`config.mk`:
```
export PLATFORM = sky130hd
export DESIGN_NAME = lector_salida_transaccion
export DESIGN_NICKNAME = d
export VERILOG_FILES = /design/src/rtl/lector_salida_transaccion.sv
export SDC_FILE = /design/constraint.sdc
export NUM_CORES = 1
export LEC_CHECK = 0
export CAP_MARGIN = 20
export CORE_MARGIN = 1
export CORE_UTILIZATION = 44
export DETAILED_ROUTE_END_ITERATION = 16
export GPL_TIMING_DRIVEN = 0
export PLACE_DENSITY = 0.86
export SLEW_MARGIN = 10
export SYNTH_ARGS = -nofsm -noshare
export SYNTH_HDL_FRONTEND = slang
export SYNTH_SLANG_ARGS = --single-unit
```
`constraint.sdc`:
```
create_clock -name clk -period 2.65 [get_ports clk]
set_input_delay 0.53 -clock clk [delete_from_list [all_inputs] [get_ports clk]]
set_output_delay 0.53 -clock clk [all_outputs]
set_load 0.02 [all_outputs]
```
`src/rtl/lector_salida_transaccion.sv`:
```
// lector_salida_transaccion: round-robin drain of four blue FIFOs onto one valid/ready stream
// Ports: clk, reset (sync, active-high), Enable gates new pops; fifo_empty/fifo_data_p0..p3 from the
// transaction layer; pop_fifo_azules one-hot pop back to it; data_out/valid_out/ready_in/port_out
// output stream; word_count handshake counter; dest_error sticky mismatch; idle when nothing to do.
// Optional: define LECTOR_DEST_CHECK_EN to build the destination-field checker.
module lector_salida_transaccion #(
  parameter int DATA_W = 12,
  parameter int CNT_W  = 8
) (
  input  logic              clk,
  input  logic              reset,
  input  logic              Enable,
  input  logic [3:0]        fifo_empty,
  input  logic [DATA_W-1:0] fifo_data_p0,
  input  logic [DATA_W-1:0] fifo_data_p1,
  input  logic [DATA_W-1:0] fifo_data_p2,
  input  logic [DATA_W-1:0] fifo_data_p3,
  output logic [3:0]        pop_fifo_azules,
  output logic [DATA_W-1:0] data_out,
  output logic              valid_out,
  input  logic              ready_in,
  output logic [1:0]        port_out,
  output logic [CNT_W-1:0]  word_count,
  output logic              dest_error,
  output logic              idle
);
  typedef enum logic [1:0] {IDLE, LEER, CAPTURA, ENVIO} state_t;
  state_t            state_q;
  logic [1:0]        ptr_q, sel_q, sel_d, port_q;
  logic [DATA_W-1:0] data_q, rd_data;
  logic              valid_q;
  logic [CNT_W-1:0]  cnt_q;
  // Scan from the highest offset down so the nearest non-empty port after ptr wins.
  always_comb begin
    sel_d = ptr_q;
    for (int k = 3; k >= 0; k--)
      if (!fifo_empty[ptr_q + 2'(k)]) sel_d = ptr_q + 2'(k);
  end
  assign rd_data = sel_q == 2'd0 ? fifo_data_p0 :
                   sel_q == 2'd1 ? fifo_data_p1 :
                   sel_q == 2'd2 ? fifo_data_p2 : fifo_data_p3;
  assign pop_fifo_azules = state_q == LEER ? 4'b0001 << sel_q : 4'b0000;
  assign idle       = state_q == IDLE && &fifo_empty;
  assign data_out   = data_q;
  assign valid_out  = valid_q;
  assign port_out   = port_q;
  assign word_count = cnt_q;
  always_ff @(posedge clk) begin
    if (reset) begin
      state_q <= IDLE;
      ptr_q   <= 2'd0;
      sel_q   <= 2'd0;
      port_q  <= 2'd0;
      data_q  <= '0;
      valid_q <= 1'b0;
      cnt_q   <= '0;
    end else begin
      case (state_q)
        IDLE: if (Enable && !(&fifo_empty)) begin
          sel_q   <= sel_d;
          state_q <= LEER;
        end
        LEER: state_q <= CAPTURA;
        CAPTURA: begin
          data_q  <= rd_data;
          port_q  <= sel_q;
          valid_q <= 1'b1;
          state_q <= ENVIO;
        end
        ENVIO: if (ready_in) begin
          valid_q <= 1'b0;
          cnt_q   <= cnt_q + CNT_W'(1);
          ptr_q   <= sel_q + 2'd1;
          state_q <= IDLE;
        end
      endcase
    end
  end
`ifdef LECTOR_DEST_CHECK_EN
  logic err_q;
  always_ff @(posedge clk) begin
    if (reset) err_q <= 1'b0;
    else if (state_q == CAPTURA && rd_data[DATA_W-3 -: 2] != sel_q) err_q <= 1'b1;
  end
  assign dest_error = err_q;
`else
  assign dest_error = 1'b0;
`endif
endmodule

```
==> metrics.txt <==
status=finished, final reports clean; Num CTS Buffers=5; Fin Hold WS=486 ps; drt wl/cell=13.3 um; Mapped Cells=204; register bit total from synthesis=29; most frequent cells in the layout=clkdlybuf4s50_1, nor2_1, dfxtp_1; Main synth FF type=dfxtp_1; CP Data Required Time=2120 ps; PD cells=712 nW/um^2; FF-to-FF Start=sel_q[0]; Core Util, Final=73.6%; layout cells sized above 1=5.78%; critical path data arrival time=2030 ps; total negative setup slack=0 ps; GRT Total Usage=23.0%; Max IR drop VDD=0.476 mV; fin worst setup slack=85.3 ps; fraction of registers with async set/reset=0%; worst-path cell chain=inv_1, ha_1, buf_6, and2_1, clkdlybuf4s50_1; maximum clock rate=0.390 GHz; largest net degree at the start of global routing=11; CP startpoint kind=flop; Die ar.=4190 um^2; DR vias/cell=5.08; vias in the first global route=1657; Logic pwr share=45.4%; slew at the pin closest to its max-slew limit=516 ps; Post-DP HPWL=3570 um; # nets final=358; DR DRC count=0; Final Instance Area=2740 um^2; Via Count=1736; critical path peak fanout=10; total wire length=4560 um; gr ovfl total=0; CP endpoint=pop_fifo_azules[0]; Initial Utilization=46.6%; clk root buf=clkbuf_8; Place WS=120 ps; drt initial violations=73; TritonCTS clock tree=yes; worst r2r path cells=8; diode count=0; I/O pins=85; post-synth net total=269; Worst-path clk slew=60 ps; Slew Viols, Final=0; Slew HR=65.6%; Critical Path Source=sel_q[0]; Die Wd=64.7 um; Sw Share=33.7%; mapped cell area=1730 um^2; Final Critical Period=2560 ps; Post-synth EDFFs=0; Hold Buf Count CTS=0; drt pass-1 iters=4; Avg Cell Area, Syn=8.48 um^2; Chip Height=64.7 um; area grow syn2layout=58.1%; Clk pwr share=24.2%; RR Endpoint=data_out[11]; register area share after synthesis=33.6%; commonest non-fill, non-tap cell in the layout=clkdlybuf4s50_1; Synth area leaders=dfxtp_1, mux2i_1, nor2_1; Crit Path Category=flop to primary output; final hold vios=0; # rows=22; path type of the worst min-delay path=flop to flop; GP Congestion=0.784; H-tree depth=2; # setup viols final=0; R2R Setup Slk=960 ps; Clock Latency Late Sink=280 ps; Unique masters post-synth=29; CP peak stage delay=610 ps; Cell Area, Placed=2620 um^2; Crit. End Element=primary output; Routed Antenna Nets=0; Seq pwr share=30.4%; Yosys warning count=0; final period utilization=96.8%; Leak=1.08 nW; Psw=0.657 mW; initial antenna violation count=0; first-pass GRT wire length=7310 um; Clock Path Buffers=2; post-synth top area share=33.6%; max-cap violations=0; Core Footprint=3720 um^2; area leader, netlist=dfxtp_1; Power Internal=1.29 mW; RSZ-0062 raised after global routing=no; Port Buffers=83; slowest CP cell=clkdlybuf4s50_1; Clock Skew=6.83 ps; clock tree sinks=29
[critical path, delay by kind of cell (launching register included)]
family	cells	cell delay (ps)
DFF	1	370
and+or+nand+nor	1	130
buffers and inverters	3	930
adders and majority gates	1	330
[through the flow]
stage | instances | total power [mW]
floorplan | 204 | 1.13
global placement | 335 | 1.47
detailed placement | 335 | 1.48
CTS | 342 | 1.96
global route | 342 | 2.06
finish | 342 | 1.95
[synth_stat cells, types with 2 or more instances]
cell type and count:
nor2_1 31, nand2b_1 3, nand2_1 21, buf_6 3, a21boi_0 2, a211oi_1 12, inv_1 5, buf_2 3
a21oi_1 7, clkbuf_1 5, nand4_1 5, nor2b_1 3, o21ai_0 3, ha_1 9, xor2_1 6, dfxtp_1 29
and3_1 3, o21ai_1 12, mux2i_1 27, buf_12 2, and2_1 5
[timing repair]
| item | 4_1_cts | 5_1_grt |
|---|---|---|
| endpoints found under the setup margin | 1 | 1 |
| resized for setup | 0 | 1 |
| buffers inserted | 0 | 0 |
[cell type report]
class	instances	area, um^2
Multi-Input combinational cell	156	1020
Fill cell	302	980
Timing Repair Buffer	83	831
Sequential cell	29	581
Buffer	13	111
Clock buffer	7	86.3
Tap cell	48	60.1
Clock inverter	1	30.0
Inverter	5	18.8
[how the worst min path moves through the flow]
stage,endpoint,slack (ps),depth (start not counted),startpoint
floorplan,state_q[1],480,2,state_q[1]
global placement,data_out[0],470,2,data_out[0]
detailed placement,data_out[8],480,2,data_out[8]
CTS,data_out[11],490,2,data_out[11]
global route,data_out[1],510,2,data_out[1]
finish,data_out[1],490,2,data_out[1]
[cells by family after synthesis]
| kind of cell | Yosys count | share of synthesized area (%) |
|---|---|---|
| xor+xnor | 7 | 3.54 |
| compound gates | 40 | 14.4 |
| buf+inv | 19 | 7.74 |
| other cells | 1 | 0.217 |
| flops | 29 | 33.6 |
| fa+ha+maj | 9 | 6.51 |
| mux | 27 | 15.6 |
| simple gates | 72 | 18.4 |
[registers in the layout (all words and copies together), names as in the netlist]
signal	flops
data_out	12
word_count	8
port_out	2
ptr_q	2
sel_q	2
state_q	2
valid_out	1
[per-layer routing]
layer	share of wire, %	vias up	track usage (%)
met1	43	792	25.1
met4	2.3	0	11.4
met2	50	51	41.5
li1	-	882	-
met5	0	-	0
met3	4.3	11	4.75
[power groups by stage]
| stage | Sequential [mW] | Combinational [mW] | Clock, mW |
|---|---|---|---|
| floorplan | 0.684 | 0.450 | 0 |
| global placement | 0.595 | 0.870 | 0 |
| detailed placement | 0.598 | 0.886 | 0 |
| CTS | 0.591 | 0.891 | 0.478 |
| global route | 0.602 | 0.956 | 0.499 |
| finish | 0.591 | 0.885 | 0.472 |
No activity file was read; power rests on OpenSTA's default activity.
==> edit (same settings) <==
Set the parameter `CNT_W` to 10 (it was 8).
--- a/src/rtl/lector_salida_transaccion.sv
+++ b/src/rtl/lector_salida_transaccion.sv
@@ -7,3 +7,3 @@
   parameter int DATA_W = 12,
-  parameter int CNT_W  = 8
+  parameter int CNT_W  = 10
 ) (
Ports: changed (resized word_count); port bits go from 85 to 87. No check against the original RTL was run, so the function may have changed too.
==> edit against the original RTL <==
  * Combinational power is 17% lower
  * Critical path depth is 1 higher
  * Count of clock-buffer cells in the layout is 1 higher
  * Sequential share of layout area is 0.76 points higher
  * Largest power group unchanged
  * Critical path type unchanged
  * Power is 10% lower
  * Design area is 3.2% higher
  * Area after synthesis is 4.0% higher
  * Sequential cell count is 2 higher
  * Setup slack hardly changed
  * Wire length is 8.0% higher
  * Critical endpoint is now pop_fifo_azules[2]
==> edit: results (changes against the original RTL) <==
Run status
  – Status: complete, no violations (unchanged)

Worst setup path
  – Delay-heaviest family, CP: buffers and inverters (unchanged)
  – Worst-path maximum fanout: 10 (unchanged)
  – CP peak stage delay: 0.53 ns (was 0.61 ns)

Yosys
  – Synth area leaders: dfxtp_1 34%, mux2i_1 15%, nor2_1 6.7% (was dfxtp_1 34%, mux2i_1 16%, nor2_1 6.7%)
  – Count of different cell masters after synthesis: 37 (was 29)
  – Post-synth top cells: 32 x nor2_1, 31 x dfxtp_1, 27 x mux2i_1, 22 x nand2_1 (was 31 x nor2_1, 29 x dfxtp_1, 27 x mux2i_1, 21 x nand2_1)
  – Seq/Total Area, Yosys: 0.345 (was 0.336)
  – Mapped Nets: 280 (was 269)

Drt
  – DR iter-0 viols: 131 (was 73)
  – Met3 wire length: 158 µm (was 198 µm)
  – WL/cell: 13.8 µm (was 13.3 µm)
  – Met2 wire length: 2520 µm (was 2280 µm)
  – DR vias: 1,832 (was 1,736)
  – Routed met1 length: 2070 µm (was 1970 µm)

Placed design
  – Port Buffer Count: 85 (was 83)
  – GPL Wtd Cong: 0.793 (was 0.784)
  – Placement Setup Slack: 0.0664 ns (was 0.120 ns)
  – HPWL Detailed: 3920 µm (was 3570 µm)

Global routing
  – Met1 GRT Util: 0.265 (was 0.251)
  – First-pass GRT wire length: 8000 µm (was 7310 µm)
  – GR Layer Usage met2: 0.441 (was 0.415)
  – Tot GR Track Use: 0.243 (was 0.230)

Clock tree
  – Post-CTS resize count: 4 (was 0)
  – Total CTS buffers: 5 (unchanged)
  – Sink Count: 31 (was 29)

Power and ir drop
  – Static leakage: 1.13 nW (was 1.08 nW)
  – Int Pwr: 1.16 mW (was 1.29 mW)
  – Worst vdd ir: 571 µV (was 476 µV)

STA
  – Slew HR: 0.630 (was 0.656)
  – Clock Skew: 0.00358 ns (was 0.00683 ns)

Cells and area
  – Fillers: 290 (was 302)
  – Share of post-route cells with drive strength above 1: 0.0617 (was 0.0578)
  – Net count reported at finish: 372 (was 358)
==> edit: power by group through the flow <==
stage	combinational [mW]	clock [mW]	sequential [mW]
2_1_floorplan	0.310	0	0.705
3_3_place_gp	0.708	0	0.618
3_5_place_dp	0.723	0	0.621
4_1_cts	0.735	0.416	0.612
5_1_grt	0.797	0.435	0.620
6_report	0.731	0.407	0.612
==> edit: area by class of cell <==
class	instances	area [µm²]	area share
Sequential cell	31	621	0.220
Buffer	14	83.8	0.0297
Timing Repair Buffer	85	853	0.302
Multi-Input combinational cell	163	1080	0.382
Tap cell	48	60.1	0.0213
Inverter	7	26.3	0.00930
Clock buffer	8	100	0.0354
==> edit: per-stage QoR <==
step / area (µm²) / util / power (mW) / hold WS (ns) / std cells
6_report: 2820 / 0.743 / 1.75 / 0.486 / 356
5_1_grt: 2820 / 0.743 / 1.85 / 0.500 / 356
4_1_cts: 2820 / 0.742 / 1.76 / 0.485 / 356
3_5_place_dp: 2710 / 0.713 / 1.34 / 0.477 / 348
3_3_place_gp: 2710 / 0.713 / 1.33 / 0.470 / 348
2_1_floorplan: 1800 / - / 1.02 / 0.481 / 215
==> edit: cell families after synthesis <==
group                      share of synthesized area
and+or+nand+nor                                0.195
AOI/OAI and AO/OA                              0.150
DFF                                            0.345
muxes                                          0.150
buffers and inverters                         0.0563
adders and majority gates                     0.0626
xor gates and xnor gates                      0.0389
other                                        0.00208
==> edit: worst paths after layout <==
kind	startpoint	endpoint	slack [ns]
max	sel_q[0]	pop_fifo_azules[2]	0.08
min	data_out[3]	data_out[3]	0.49
min reg2reg	data_out[3]	data_out[3]	0.49
max reg2reg	sel_q[0]	data_out[7]	0.74
